<file path="src/rtl/frame_status_pkg.sv">
// ---------------------------------------------------------------------------
// frame_status_pkg
// Shared definitions for the frame status monitor:
//   - register read addresses
//   - event entry layout (16-bit frame index, 3-bit status)
//   - bit positions of the event pop word and the status register
//   - helper that packs a popped entry into the 32-bit read word
// ---------------------------------------------------------------------------
package frame_status_pkg;

    localparam logic [2:0] REG_FRAME_CNT = 3'd0;
    localparam logic [2:0] REG_ERR2_CNT  = 3'd1;
    localparam logic [2:0] REG_ERR1_CNT  = 3'd2;
    localparam logic [2:0] REG_SEQ_CNT   = 3'd3;
    localparam logic [2:0] REG_STATUS    = 3'd4;
    localparam logic [2:0] REG_EVT_POP   = 3'd5;

    localparam int EVT_IDX_W  = 16;
    localparam int EVT_STAT_W = 3;
    localparam int EVT_W      = EVT_IDX_W + EVT_STAT_W;

    // Pop word: {valid, 12'b0, status[2:0], index[15:0]}
    localparam int POP_VALID_BIT = 31;
    localparam int POP_STAT_LSB  = 16;
    localparam int POP_IDX_LSB   = 0;

    // Status register: {overflow, zeros, fifo level}
    localparam int STATUS_OVF_BIT = 31;

    typedef struct packed {
        logic [EVT_STAT_W-1:0] status;
        logic [EVT_IDX_W-1:0]  index;
    } evt_entry_t;

    // An invalid pop returns an all-zero word so stale memory never leaks out.
    function automatic logic [31:0] pack_pop_word(input logic valid, input evt_entry_t e);
        logic [31:0] w;
        w = '0;
        if (valid) begin
            w[POP_VALID_BIT]                          = 1'b1;
            w[POP_STAT_LSB +: EVT_STAT_W]             = e.status;
            w[POP_IDX_LSB +: EVT_IDX_W]               = e.index;
        end
        return w;
    endfunction

endpackage

</file>
<file path="src/rtl/status_event_fifo.sv">
// ---------------------------------------------------------------------------
// status_event_fifo
// Synchronous first-word-fall-through FIFO for event records.
// Ports:
//   clk, rst      clock, asynchronous active-high reset
//   push, din     write request and data (ignored when full unless popping)
//   pop           read request (ignored when empty)
//   dout          head entry, valid whenever empty is low
//   full, empty   occupancy flags
//   level         number of stored entries (0 .. 2^DEPTH_LOG2)
// ---------------------------------------------------------------------------
module status_event_fifo #(
    parameter int DEPTH_LOG2 = 4,
    parameter int WIDTH      = 19
) (
    input  logic                  clk,
    input  logic                  rst,
    input  logic                  push,
    input  logic [WIDTH-1:0]      din,
    input  logic                  pop,
    output logic [WIDTH-1:0]      dout,
    output logic                  full,
    output logic                  empty,
    output logic [DEPTH_LOG2:0]   level
);

    localparam int DEPTH = 1 << DEPTH_LOG2;
    localparam logic [DEPTH_LOG2-1:0] PTR_ONE = 1;
    localparam logic [DEPTH_LOG2:0]   LVL_ONE = 1;
    localparam logic [DEPTH_LOG2:0]   LVL_MAX = DEPTH[DEPTH_LOG2:0];

    logic [WIDTH-1:0]      mem [DEPTH];
    logic [DEPTH_LOG2-1:0] wr_ptr;
    logic [DEPTH_LOG2-1:0] rd_ptr;
    logic                  do_push;
    logic                  do_pop;

    assign empty = (level == '0);
    assign full  = (level == LVL_MAX);

    // A pop in the same cycle frees a slot, so a push into a full FIFO succeeds.
    assign do_pop  = pop & ~empty;
    assign do_push = push & (~full | do_pop);

    assign dout = mem[rd_ptr];

    // Storage carries no reset; the pointers and level define validity.
    always_ff @(posedge clk) begin
        if (do_push) begin
            mem[wr_ptr] <= din;
        end
    end

    always_ff @(posedge clk or posedge rst) begin
        if (rst) begin
            wr_ptr <= '0;
            rd_ptr <= '0;
            level  <= '0;
        end else begin
            if (do_push) begin
                wr_ptr <= wr_ptr + PTR_ONE;
            end
            if (do_pop) begin
                rd_ptr <= rd_ptr + PTR_ONE;
            end
            if (do_push && !do_pop) begin
                level <= level + LVL_ONE;
            end else if (do_pop && !do_push) begin
                level <= level - LVL_ONE;
            end
        end
    end

endmodule

</file>
<file path="src/rtl/frame_status_monitor.sv">
// ---------------------------------------------------------------------------
// frame_status_monitor
// Turns per-frame status bytes into counters, an event queue and an
// interrupt, readable through a single-cycle register port.
// Ports:
//   aclk, areset                 clock, asynchronous active-high reset
//   s_axis_tdata/tvalid/tready   status byte stream; bits [2:0] used
//   clear_counts                 pulse: zero counters and overflow sticky
//   reg_addr, reg_rd             read address and one-cycle read strobe
//   reg_rdata, reg_rvalid        read data (held) and one-cycle valid
//   irq                          level interrupt: events pending or overflow
// Handshake: a beat transfers on a rising edge where tvalid and tready are
// both high; tready is high from the first edge after reset and never drops.
// ---------------------------------------------------------------------------
module frame_status_monitor
    import frame_status_pkg::*;
#(
    parameter int FIFO_DEPTH_LOG2 = 4,
    parameter int CNT_WIDTH       = 16
) (
    input  logic        aclk,
    input  logic        areset,
    input  logic [7:0]  s_axis_tdata,
    input  logic        s_axis_tvalid,
    output logic        s_axis_tready,
    input  logic        clear_counts,
    input  logic [2:0]  reg_addr,
    input  logic        reg_rd,
    output logic [31:0] reg_rdata,
    output logic        reg_rvalid,
    output logic        irq
);

    logic [31:0]            frame_count;
    logic [CNT_WIDTH-1:0]   err2_cnt;
    logic [CNT_WIDTH-1:0]   err1_cnt;
    logic [CNT_WIDTH-1:0]   seq_cnt;
    logic                   overflow;

    logic [2:0]             status;
    logic                   beat;
    logic                   evt_push;
    logic                   evt_pop;
    evt_entry_t             evt_in;
    evt_entry_t             evt_head;
    logic [EVT_W-1:0]       fifo_dout;
    logic                   fifo_full;
    logic                   fifo_empty;
    logic [FIFO_DEPTH_LOG2:0] fifo_level;
    logic [31:0]            rd_mux;
    logic                   unused_bits;

    assign unused_bits = ^s_axis_tdata[7:3];

    assign status   = s_axis_tdata[2:0];
    assign beat     = s_axis_tvalid & s_axis_tready;
    assign evt_push = beat & (status != 3'b000);
    assign evt_pop  = reg_rd & (reg_addr == REG_EVT_POP);

    // Index is the frame count before this beat's increment.
    assign evt_in.status = status;
    assign evt_in.index  = frame_count[EVT_IDX_W-1:0];
    assign evt_head      = evt_entry_t'(fifo_dout);

    status_event_fifo #(
        .DEPTH_LOG2 (FIFO_DEPTH_LOG2),
        .WIDTH      (EVT_W)
    ) u_fifo (
        .clk   (aclk),
        .rst   (areset),
        .push  (evt_push),
        .din   (evt_in),
        .pop   (evt_pop),
        .dout  (fifo_dout),
        .full  (fifo_full),
        .empty (fifo_empty),
        .level (fifo_level)
    );

    function automatic logic [CNT_WIDTH-1:0] sat_inc(input logic [CNT_WIDTH-1:0] v,
                                                    input logic en);
        logic [CNT_WIDTH-1:0] one;
        one = 1;
        if (en && (v != '1)) begin
            return v + one;
        end
        return v;
    endfunction

    // Read mux reflects state before any update on the same edge.
    always_comb begin
        rd_mux = '0;
        case (reg_addr)
            REG_FRAME_CNT: rd_mux = frame_count;
            REG_ERR2_CNT:  rd_mux = 32'(err2_cnt);
            REG_ERR1_CNT:  rd_mux = 32'(err1_cnt);
            REG_SEQ_CNT:   rd_mux = 32'(seq_cnt);
            REG_STATUS: begin
                rd_mux[FIFO_DEPTH_LOG2:0] = fifo_level;
                rd_mux[STATUS_OVF_BIT]    = overflow;
            end
            REG_EVT_POP:   rd_mux = pack_pop_word(~fifo_empty, evt_head);
            default:       rd_mux = '0;
        endcase
    end

    always_ff @(posedge aclk or posedge areset) begin
        if (areset) begin
            s_axis_tready <= 1'b0;
            reg_rdata     <= '0;
            reg_rvalid    <= 1'b0;
            irq           <= 1'b0;
            frame_count   <= '0;
            err2_cnt      <= '0;
            err1_cnt      <= '0;
            seq_cnt       <= '0;
            overflow      <= 1'b0;
        end else begin
            s_axis_tready <= 1'b1;
            reg_rvalid    <= reg_rd;
            if (reg_rd) begin
                reg_rdata <= rd_mux;
            end
            irq <= ~fifo_empty | overflow;

            // Clear wins over a same-cycle beat; the beat's FIFO push is unaffected.
            if (clear_counts) begin
                frame_count <= '0;
                err2_cnt    <= '0;
                err1_cnt    <= '0;
                seq_cnt     <= '0;
            end else if (beat) begin
                frame_count <= frame_count + 32'd1;
                err2_cnt    <= sat_inc(err2_cnt, status[2]);
                err1_cnt    <= sat_inc(err1_cnt, status[1]);
                seq_cnt     <= sat_inc(seq_cnt,  status[0]);
            end

            if (clear_counts) begin
                overflow <= 1'b0;
            end else if (evt_push && fifo_full && !(evt_pop && !fifo_empty)) begin
                overflow <= 1'b1;
            end
        end
    end

endmodule
</file>
<file path="config.mk">
export PLATFORM = sky130hd
export DESIGN_NAME = frame_status_monitor
export DESIGN_NICKNAME = d
export VERILOG_FILES = /design/src/rtl/frame_status_pkg.sv /design/src/rtl/status_event_fifo.sv /design/src/rtl/frame_status_monitor.sv
export SDC_FILE = /design/constraint.sdc
export NUM_CORES = 1
export LEC_CHECK = 0
export BUFFER_PORTS_ARGS = -buffer_cell sky130_fd_sc_hd__buf_2
export CAP_MARGIN = 15
export CELL_PAD_IN_SITES_DETAIL_PLACEMENT = 0
export CELL_PAD_IN_SITES_GLOBAL_PLACEMENT = 1
export CORE_MARGIN = 2
export CORE_UTILIZATION = 55
export CTS_BUF_LIST = sky130_fd_sc_hd__clkbuf_4 sky130_fd_sc_hd__clkbuf_8
export CTS_CLUSTER_DIAMETER = 200
export DETAILED_ROUTE_END_ITERATION = 16
export PLACE_DENSITY = 0.94
export SYNTH_ARGS = -nofsm -noshare
export SYNTH_HDL_FRONTEND = slang
export SYNTH_HIERARCHICAL = 1
export SYNTH_SLANG_ARGS = --single-unit
</file>
<file path="constraint.sdc">
create_clock -name aclk -period 3.8 [get_ports aclk]
set_input_delay 0.19 -clock aclk [delete_from_list [all_inputs] [get_ports aclk]]
set_output_delay 0.19 -clock aclk [all_outputs]
set_load 0.02 [all_outputs]
</file>
==> results_dict.tcl, run 1 <==
set metrics [dict create \
    yosys_warnings 6 \
    synthCells 1307 \
    grt_pass1_vias 11729 \
    avgSynthCellArea_um2 14.4 \
    io_pins 51 \
    ant_nets 0 \
    setup_tns_ns 0 \
    antenna_found_initial 0 \
    routabilityCongestion 0.872 \
    syn2layout_area_growth_pct 12.1 \
    async_flop_share 0.298 \
    mostFrequentLayoutCells "edfxtp_1 (304), dfrtp_1 (128), mux2i_1 (87)" \
    cp.required_ns 4.31 \
    grt_usage 0.242 \
    core.rowCount 67 \
    slew_violations 0 \
    grt_pass1_wl_um 65800 \
    die-area_um2 35700 \
    seqPwrFrac 0.465 \
    drcViolationCount 0 \
    synth-main-ff-cell "edfxtp_1" \
    min_period_ns 3.03 \
    p_leak_nw 7.45 \
    crit_path_end_kind "flop" \
    rsz0062_at_grt "no" \
    dr.pass1.iters 5 \
    cts_tree "yes" \
    p_int_mw 8.38 \
    tightest_slew_ns 1.14 \
    finalWorstSetupSlack_ns 0.766 \
    maxCapViolations 0 \
    final_cells 1901 \
    synth.distinct_cells 61 \
    synthAdderAreaFrac 0.00972 \
    cts.sinks 433 \
    postLayoutCoreUtil 0.627 \
    synth-simple-area-share 0.0901 \
    dp_slack_ns 0.838 \
    clock_skew_ns 0.0295 \
    drt_iter0_drc 1087 \
    synth.cell_area_um2 18800 \
    cp.arrival_ns 3.54 \
    irDropWorstVdd_uv 316 \
    layout-drive-gt1-share 0.204 \
    h-tree-depth 3 \
    synth_compound_area_frac 0.0890 \
    slew_headroom 0.235 \
    synth-edff-count 304 \
    insertion_delay_ns 0.59 \
    overflow 0 \
    max_freq_mhz 330 \
    nNetsFinal 1428 \
    start_kind "flop" \
    portBuffers 45 \
    root_buffer "clkbuf_8" \
    clkTransAtPathRegs_ns 0.06 \
    dieWidth_um 189 \
    ys_seq_area_frac 0.657 \
    finalInstanceArea_um2 21100 \
    hpwl_um 27300 \
    routed_wl_um 42700 \
    viasPerCell 6.22 \
    clkPwrFrac 0.322 \
    p_per_area_nw_per_um2 563 \
    wl_per_cell_um 22.5 \
    core-area_um2 33600 \
    grt_max_degree 63 \
    setup.worst_path.class "flop to flop" \
    vias 11816 \
    switching_share 0.294 \
    nFillCells 2371 \
    placed_cells 1771 \
    ys_seq_elements 433 \
    final_common_cell "edfxtp_1" \
    status "complete, no violations" \
    period_share 0.798 \
    hold_violations 0 \
    hold_class "primary input to flop" \
    initial_utilization 0.559 \
    cts_max_path_buffers 3 \
    finalSetupViolCount 0 \
    crit_fanout 12 \
    cts_made_buffers 70 \
    synthXorXnorAreaFrac 0.0112 \
    placement.cell_area_um2 19700 \
    pwr-share-comb 0.213 \
    netSwitchingPower_mw 3.49 \
    fp.dieH_um 189 \
    muxShareOfSynthArea 0.115 \
    synth_fp_nets 1337 \
    synth_top_family_by_area "multiplexers" \
]
flip-flops by register name, indices dropped and copies added, names as in the netlist, 4 cells and up:
register	flops
err1_cnt	16
err2_cnt	16
frame_count	32
reg_rdata	32
seq_cnt	16
u_fifo/level	5
u_fifo/mem	304
u_fifo/rd_ptr	4
u_fifo/wr_ptr	4
synth_stat cells (25+ instances only):
| library cell | count | area, um^2 |
|---|---|---|
| a21oi_1 | 57 | 285 |
| a221oi_1 | 38 | 333 |
| a22oi_1 | 36 | 270 |
| clkbuf_1 | 39 | 146 |
| dfrtp_1 | 129 | 3230 |
| edfxtp_1 | 304 | 9130 |
| inv_1 | 43 | 161 |
| mux2i_1 | 87 | 871 |
| mux4_2 | 49 | 1100 |
| nand2_1 | 75 | 282 |
| nand3_1 | 29 | 145 |
| nand4_1 | 28 | 175 |
| nor2_1 | 43 | 161 |
| o21ai_0 | 62 | 310 |
| o31ai_1 | 28 | 210 |
| or3_1 | 27 | 169 |
| or4_1 | 25 | 188 |
layer usage:
| metal | up-vias | GRT usage | wire, um |
|---|---|---|---|
| li1 | 5350 | - | - |
| met1 | 5929 | 0.310 | 16600 |
| met2 | 456 | 0.406 | 21600 |
| met3 | 81 | 0.0521 | 3200 |
| met4 | 0 | 0.0959 | 1380 |
| met5 | - | 0 | 0 |
cell type report:
class,count,area [um^2],share of cell area
diodes,1,2.50,0.000119
multi-input cells,756,5990,0.284
clock inverters,38,221,0.0105
well taps,448,561,0.0266
repair buffers,93,653,0.0310
flip-flops and latches,433,12400,0.587
clock buffers,88,1120,0.0530
inverters,44,168,0.00796
cells by family after synthesis:
| group | after synthesis |
|---|---|
| DFF | 433 |
| adders and majority gates | 14 |
| other | 1 |
| AOI/OAI and AO/OA | 256 |
| xor gates and xnor gates | 24 |
| muxes | 152 |
| buffers and inverters | 118 |
| and+or+nand+nor | 309 |
worst paths after layout:
path                                  from                end  slack (ns)  depth (start not counted)
setup / recovery             s_axis_tready    u_fifo/level[4]        0.77                         11
hold / removal             s_axis_tdata[2]  u_fifo/mem[7][18]        0.05                          1
setup reg to reg             s_axis_tready    u_fifo/level[4]        0.77                         11
hold reg to reg               reg_rdata[3]       reg_rdata[3]        0.51                          1
max in group asynchronous           areset     frame_count[6]        2.51                          4
min in group asynchronous           areset   u_fifo/wr_ptr[2]        0.21                          3
through the flow:
| step | hold slack [ns] | power (mW) |
|---|---|---|
| after global placement | 0.279 | 8.00 |
| after detailed placement | 0.287 | 8.10 |
| final | 0.0467 | 11.9 |
| after CTS | 0.0189 | 11.9 |
| after global routing | 0.0521 | 12.3 |
| after floorplan | 0.0670 | 7.31 |
power groups by stage:
stage | Combinational (mW) | Clock, mW | Sequential [mW]
after floorplan | 1.79 | 0 | 5.52
after global placement | 2.41 | 0 | 5.59
after detailed placement | 2.49 | 0 | 5.61
after CTS | 2.51 | 3.90 | 5.52
after global routing | 2.67 | 4.12 | 5.55
final | 2.52 | 3.83 | 5.52
worst max-delay path: stages, from the launching register on:
cell     delay (ns)
dfrtp_1        0.55
nand2_1        0.30
nor2_1         0.26
o31a_1         0.17
buf_4          0.17
ha_1           0.19
inv_1          0.11
fa_1           0.42
a21o_1         0.19
a21oi_1        0.21
mux2i_1        0.24
xnor2_1        0.13
what timing repair did:
action | 4_1_cts | 5_1_grt
hold endpoints to repair | 74 | 0
resized for setup | 0 | 0
setup buffers | 0 | 0
hold buffers | 2 | 0
No activity file was read; power rests on OpenSTA's default activity.
==> run 2, diff against run 1 <==
--- a/config.mk
+++ b/config.mk
@@ -10,11 +10,11 @@
 export CELL_PAD_IN_SITES_DETAIL_PLACEMENT = 0
 export CELL_PAD_IN_SITES_GLOBAL_PLACEMENT = 1
 export CORE_MARGIN = 2
-export CORE_UTILIZATION = 55
+export CORE_UTILIZATION = 49
 export CTS_BUF_LIST = sky130_fd_sc_hd__clkbuf_4 sky130_fd_sc_hd__clkbuf_8
 export CTS_CLUSTER_DIAMETER = 200
 export DETAILED_ROUTE_END_ITERATION = 16
-export PLACE_DENSITY = 0.94
+export PLACE_DENSITY = 0.9
 export SYNTH_ARGS = -nofsm -noshare
 export SYNTH_HDL_FRONTEND = slang
 export SYNTH_HIERARCHICAL = 1
==> constraint.sdc (replaced) <==
create_clock -name aclk -period 2.6 [get_ports aclk]
set_input_delay 0.13 -clock aclk [delete_from_list [all_inputs] [get_ports aclk]]
set_output_delay 0.13 -clock aclk [all_outputs]
set_load 0.02 [all_outputs]
==> run 2 against run 1 <==
Highest routed layer unchanged; sequential power up 44%; critical path type unchanged; power is 47% higher; register-to-register slack got worse by 0.70 ns; fmax increased by 20%; clock-buffer cell count rose by 8; largest cell class unchanged; sequential share of layout area is 1.3 points lower; largest power group unchanged; cell count up 5.3%; non-clock buffer count rose by 46.
==> results_dict.tcl, run 2 (same netlist as run 1, synthesis figures left out) <==
set metrics [dict create \
    slew_violations 0 \
    status "complete, no violations" \
    maxCapViolations 0 \
    top_regs "u_fifo/mem: 304 flops, frame_count: 32 flops, reg_rdata: 32 flops" \
    h-tree-depth 3 \
    r2r-end "u_fifo/level[4]" \
    rsz0062_at_grt "yes" \
    hpwl_um 28200 \
    io_pins 51 \
    dieWidth_um 200 \
    p_int_mw 12.4 \
    grt_pass1_vias 11979 \
    period_share 0.976 \
    min_period_ns 2.54 \
    clkTransAtPathRegs_ns 0.06 \
    p_total_mw 17.4 \
    crit_fanout 5 \
    nFillCells 2860 \
    insertion_delay_ns 0.59 \
    seqPwrFrac 0.457 \
    grt_pass1_wl_um 67600 \
    dr.pass1.iters 5 \
    insertedDiodeCount 0 \
    routabilityCongestion 0.845 \
    portBuffers 45 \
    antenna_found_initial 0 \
    finalSetupViolCount 0 \
    cp.required_ns 3.11 \
    nNetsFinal 1471 \
    setup_tns_ns 0 \
    tightest_slew_ns 1.19 \
    overflow 0 \
    grt_usage 0.224 \
    die-area_um2 40000 \
    clkPwrFrac 0.312 \
    root_buffer "clkbuf_8" \
    initial_utilization 0.498 \
    final_common_cell "edfxtp_1" \
    slew_headroom 0.208 \
    crit_path_end_kind "flop" \
    clock_skew_ns 0.0203 \
    setup.worst_path.class "flop to flop" \
    max_freq_mhz 394 \
    grt_max_degree 47 \
    cts_tree "yes" \
    p_leak_nw 7.67 \
    crit_start "u_fifo/level[3]" \
    top_register "u_fifo/mem" \
    viasPerCell 6.07 \
    wl_per_cell_um 21.8 \
    hold_end "reg_rvalid" \
    min-delay-start "reg_rd" \
    reg2reg_depth 9 \
    largest_reg_flops 304 \
    syn2layout_area_growth_pct 14.5 \
    switching_share 0.290 \
    vias 12161 \
    fp.dieH_um 200 \
    hold_violations 0 \
    hold_class "primary input to flop" \
    routed_wl_um 43700 \
    pwr-share-comb 0.232 \
    reg2reg_setup_slack_ns 0.06 \
    p_per_area_nw_per_um2 810 \
    netSwitchingPower_mw 5.05 \
    cts.sinks 433 \
    drt_iter0_drc 1071 \
    irDropWorstVdd_uv 479 \
    min_path_cells 2 \
    start_kind "flop" \
    ant_nets 0 \
    cts_max_path_buffers 3 \
    cts_made_buffers 67 \
    cp.arrival_ns 3.05 \
    core.rowCount 71 \
    core-area_um2 37800 \
    timing.rr.start "u_fifo/level[3]" \
    drcViolationCount 0 \
    mostFrequentLayoutCells "edfxtp_1 (304), dfrtp_1 (128), mux2i_1 (87)" \
    layout-drive-gt1-share 0.232 \
]
[run 2: cell types whose count changed in the layout (fill, tap and decap cells not counted), moves of 4 or more]
cell	change
buf_4	+39
dlygate4sd3_1	+4
clkbuf_4	+8
clkinv_1	-7
[run 2: worst max path at each step]
| stage | to | slack (ns) | depth (start not counted) |
|---|---|---|---|
| finish | u_fifo/level[4] | 0.06 | 9 |
| global route | u_fifo/level[4] | -0.05 | 9 |
| CTS | u_fifo/level[4] | 0.02 | 10 |
| detailed placement | u_fifo/level[4] | 0.04 | 10 |
| global placement | u_fifo/level[4] | 0.06 | 10 |
| floorplan | u_fifo/level[4] | 0.01 | 10 |
[run 2: layout make-up]
class	count	area, um^2	share of cell area
tap	511	639	0.0297
inverter	44	169	0.00784
multi-input combinational	756	6050	0.281
clock inverter	23	104	0.00482
sequential	433	12400	0.574
clock buffer	96	1180	0.0547
timing repair buffer	139	1040	0.0483
[run 2: timing repair]
action,4_1_cts,5_1_grt
hold buffers,6,0
resized for setup,0,5
setup buffers,0,2
setup endpoints to repair,0,8
hold endpoints to repair,108,0
[run 2: layer usage]
metal  vias up  wire length, um  GRT usage
met5         -                0          0
met4         0              857     0.0686
met3        68             2860     0.0390
met2       488            22000      0.384
met1      6186            18000      0.294
li1       5419                -          -
[run 2: critical path: stages, from the launching register on]
cell and delay [ns]:
dfrtp_1 0.37, or4_4 0.56, o31a_1 0.31, ha_4 0.18, inv_2 0.10, ha_1 0.27
a21o_1 0.18, a21oi_2 0.14, mux2i_1 0.22, xnor2_1 0.13
[run 2: power by group through the flow]
stage               Sequential, mW  Combinational (mW)  Clock, mW
floorplan                     8.07                2.64          0
global placement              8.11                3.82          0
detailed placement            8.13                3.93          0
CTS                           8.00                3.96       5.54
global route                  8.00                4.34       5.81
finish                        7.97                4.05       5.43
[run 2: through the flow]
stage	hold slack [ns]	setup WS, ns	util	area, um^2	cells
finish	0.0169	0.0631	0.570	21500	2002
global route	0.0164	-0.0546	0.570	21500	2002
CTS	0.00293	0.0244	0.569	21500	2000
floorplan	0.00696	0.0149	-	18800	1307
detailed placement	0.201	0.0356	0.533	20100	1875
global placement	0.200	0.0589	0.533	20100	1875
==> run 3, diff against run 2 <==
--- a/config.mk
+++ b/config.mk
@@ -9,6 +9,7 @@
 export CAP_MARGIN = 15
 export CELL_PAD_IN_SITES_DETAIL_PLACEMENT = 0
 export CELL_PAD_IN_SITES_GLOBAL_PLACEMENT = 1
+export CORE_ASPECT_RATIO = 2
 export CORE_MARGIN = 2
 export CORE_UTILIZATION = 49
 export CTS_BUF_LIST = sky130_fd_sc_hd__clkbuf_4 sky130_fd_sc_hd__clkbuf_8
==> constraint.sdc (replaced) <==
create_clock -name aclk -period 2.6 [get_ports aclk]
set_input_delay 0.39 -clock aclk [delete_from_list [all_inputs] [get_ports aclk]]
set_output_delay 0.39 -clock aclk [all_outputs]
set_load 0.02 [all_outputs]
==> run 3 against run 2 <==
Fmax down 0.37%; global-route usage about the same; sequential share of layout area up 0.46 points; via count down 0.96%; register-to-register slack about the same; first-iteration DRC count down 9.7%; final area down 0.79%; critical path type unchanged.
==> results_dict.tcl, run 3 (same netlist as run 1, synthesis figures left out) <==
set metrics [dict create \
    final_common_cell "edfxtp_1" \
    p_per_area_nw_per_um2 791 \
    cts_max_path_buffers 3 \
    root_buffer "clkbuf_8" \
    crit_path_end_kind "flop" \
    start_kind "flop" \
    drt_iter0_drc 967 \
    io_pins 51 \
    insertion_delay_ns 0.61 \
    hold_violations 0 \
    antenna_found_initial 2 \
    period_share 0.979 \
    overflow 0 \
    clkTransAtPathRegs_ns 0.07 \
    whs_ns 0.239 \
    irDropWorstVdd_uv 890 \
    largest_reg_flops 304 \
    slew_violations 0 \
    cts.sinks 433 \
    cts_tree "yes" \
    core.rowCount 101 \
    dr.pass1.iters 5 \
    status "complete, no violations" \
    layout-drive-gt1-share 0.230 \
    p_leak_nw 7.60 \
    crit_fanout 5 \
    min_period_ns 2.55 \
    grt_max_degree 47 \
    grt_pass1_vias 12442 \
    tightest_slew_ns 1.08 \
    routed_wl_um 44300 \
    clock_skew_ns 0.0290 \
    viasPerCell 6.19 \
    vias 12044 \
    routabilityCongestion 0.915 \
    top_register "u_fifo/mem" \
    initial_utilization 0.496 \
    h-tree-depth 2 \
    core-area_um2 37900 \
    final_cells 1946 \
    drcViolationCount 0 \
    syn2layout_area_growth_pct 13.6 \
    setup_tns_ns 0 \
    ant_nets 0 \
    top_regs "u_fifo/mem: 304 flops, frame_count: 32 flops, reg_rdata: 32 flops" \
    cp.arrival_ns 3.09 \
    finalSetupViolCount 0 \
    postLayoutCoreUtil 0.564 \
    slew_headroom 0.280 \
    wl_per_cell_um 22.8 \
    fp.dieH_um 281 \
    mostFrequentLayoutCells "edfxtp_1 (304), dfrtp_1 (128), buf_4 (89)" \
    rsz0062_at_grt "yes" \
    grt_pass1_wl_um 68900 \
    placed_cells 1838 \
    maxCapViolations 0 \
    hold_class "primary input to flop" \
    dieWidth_um 143 \
    portBuffers 45 \
    nNetsFinal 1466 \
    cp.required_ns 3.14 \
    hpwl_um 31500 \
    setup.worst_path.class "flop to flop" \
    cts_made_buffers 56 \
    die-area_um2 40100 \
    max_freq_mhz 393 \
    grt_usage 0.225 \
]
## run 3: changes by cell type in the layout (fill, tap and decap cells not counted), moves of 2 or more
| cell | before | now |
|---|---|---|
| clkbuf_8 | 73 | 57 |
| clkbuf_4 | 23 | 8 |
| buf_4 | 80 | 89 |
| clkinv_2 | 8 | 15 |
| dlygate4sd3_1 | 6 | 1 |
| a221oi_1 | 35 | 38 |
| a221oi_2 | 3 | 0 |
| buf_12 | 7 | 10 |
| clkinvlp_4 | 3 | 6 |
| bufinv_16 | 0 | 2 |
| clkinv_4 | 0 | 2 |
| diode_2 | 0 | 2 |
## run 3: repair_timing
action                                 CTS  global route
setup buffers                            1             1
endpoints found under the hold margin   27             0
resized for setup                        1             4
hold buffers                             1             0
setup endpoints to repair                2             9
pin swaps                                2             5
cloned                                   0             0
## run 3: worst max-delay path: stages (launching register included)
cell	delay [ns]
dfrtp_1	0.38
or4_4	0.57
o21a_1	0.23
inv_2	0.09
ha_4	0.15
inv_4	0.05
fa_2	0.33
a21o_1	0.19
a21oi_2	0.14
mux2i_1	0.22
xnor2_1	0.13
## run 3: final cells by class
type                            instances  area [um^2]
Fill cell                            2935        16500
Sequential cell                       433        12400
Multi-Input combinational cell        756         6050
Timing Repair Buffer                  145         1100
Clock buffer                           65          845
Tap cell                              463          579
Clock inverter                         38          255
Inverter                               44          171
Antenna cell                            2         5.00
## run 3: metrics by stage
step | area [um^2] | setup WS, ns | power, mW
4_1_cts | 21300 | 0.00115 | 17.0
3_5_place_dp | 20200 | -0.200 | 12.1
6_report | 21400 | 0.0538 | 16.9
2_1_floorplan | 18900 | -0.0189 | 10.7
5_1_grt | 21400 | -0.0695 | 17.6
3_3_place_gp | 20200 | -0.189 | 12.0
## run 3: path summary, 6_finish.rpt
check | from | depth (start not counted) | to | slack (ns)
hold reg to reg | reg_rdata[4] | 1 | reg_rdata[4] | 0.50
max in group asynchronous | areset | 5 | seq_cnt[14] | 1.42
hold / removal | reg_addr[1] | 5 | u_fifo/rd_ptr[0] | 0.24
min in group asynchronous | areset | 3 | overflow | 0.33
setup reg to reg | u_fifo/level[2] | 10 | u_fifo/level[4] | 0.05
setup / recovery | u_fifo/level[2] | 10 | u_fifo/level[4] | 0.05
## run 3: routing by layer
metal  routed length [um]  vias up  GRT usage
met4                 2340        0      0.126
met5                    0        -          0
met2                25000      356      0.423
li1                     -     5406          -
met1                15400     6147      0.241
met3                 1580      135     0.0227
## run 3: where the power goes
| part | leakage [nW] | switching [mW] | internal, mW | total, mW |
|---|---|---|---|---|
| logic | 2.59 | 2.23 | 1.75 | 3.98 |
| registers | 4.44 | 0.250 | 7.73 | 7.98 |
| clock network | 0.572 | 2.53 | 2.40 | 4.93 |
| total | 7.60 | 5.02 | 11.9 | 16.9 |
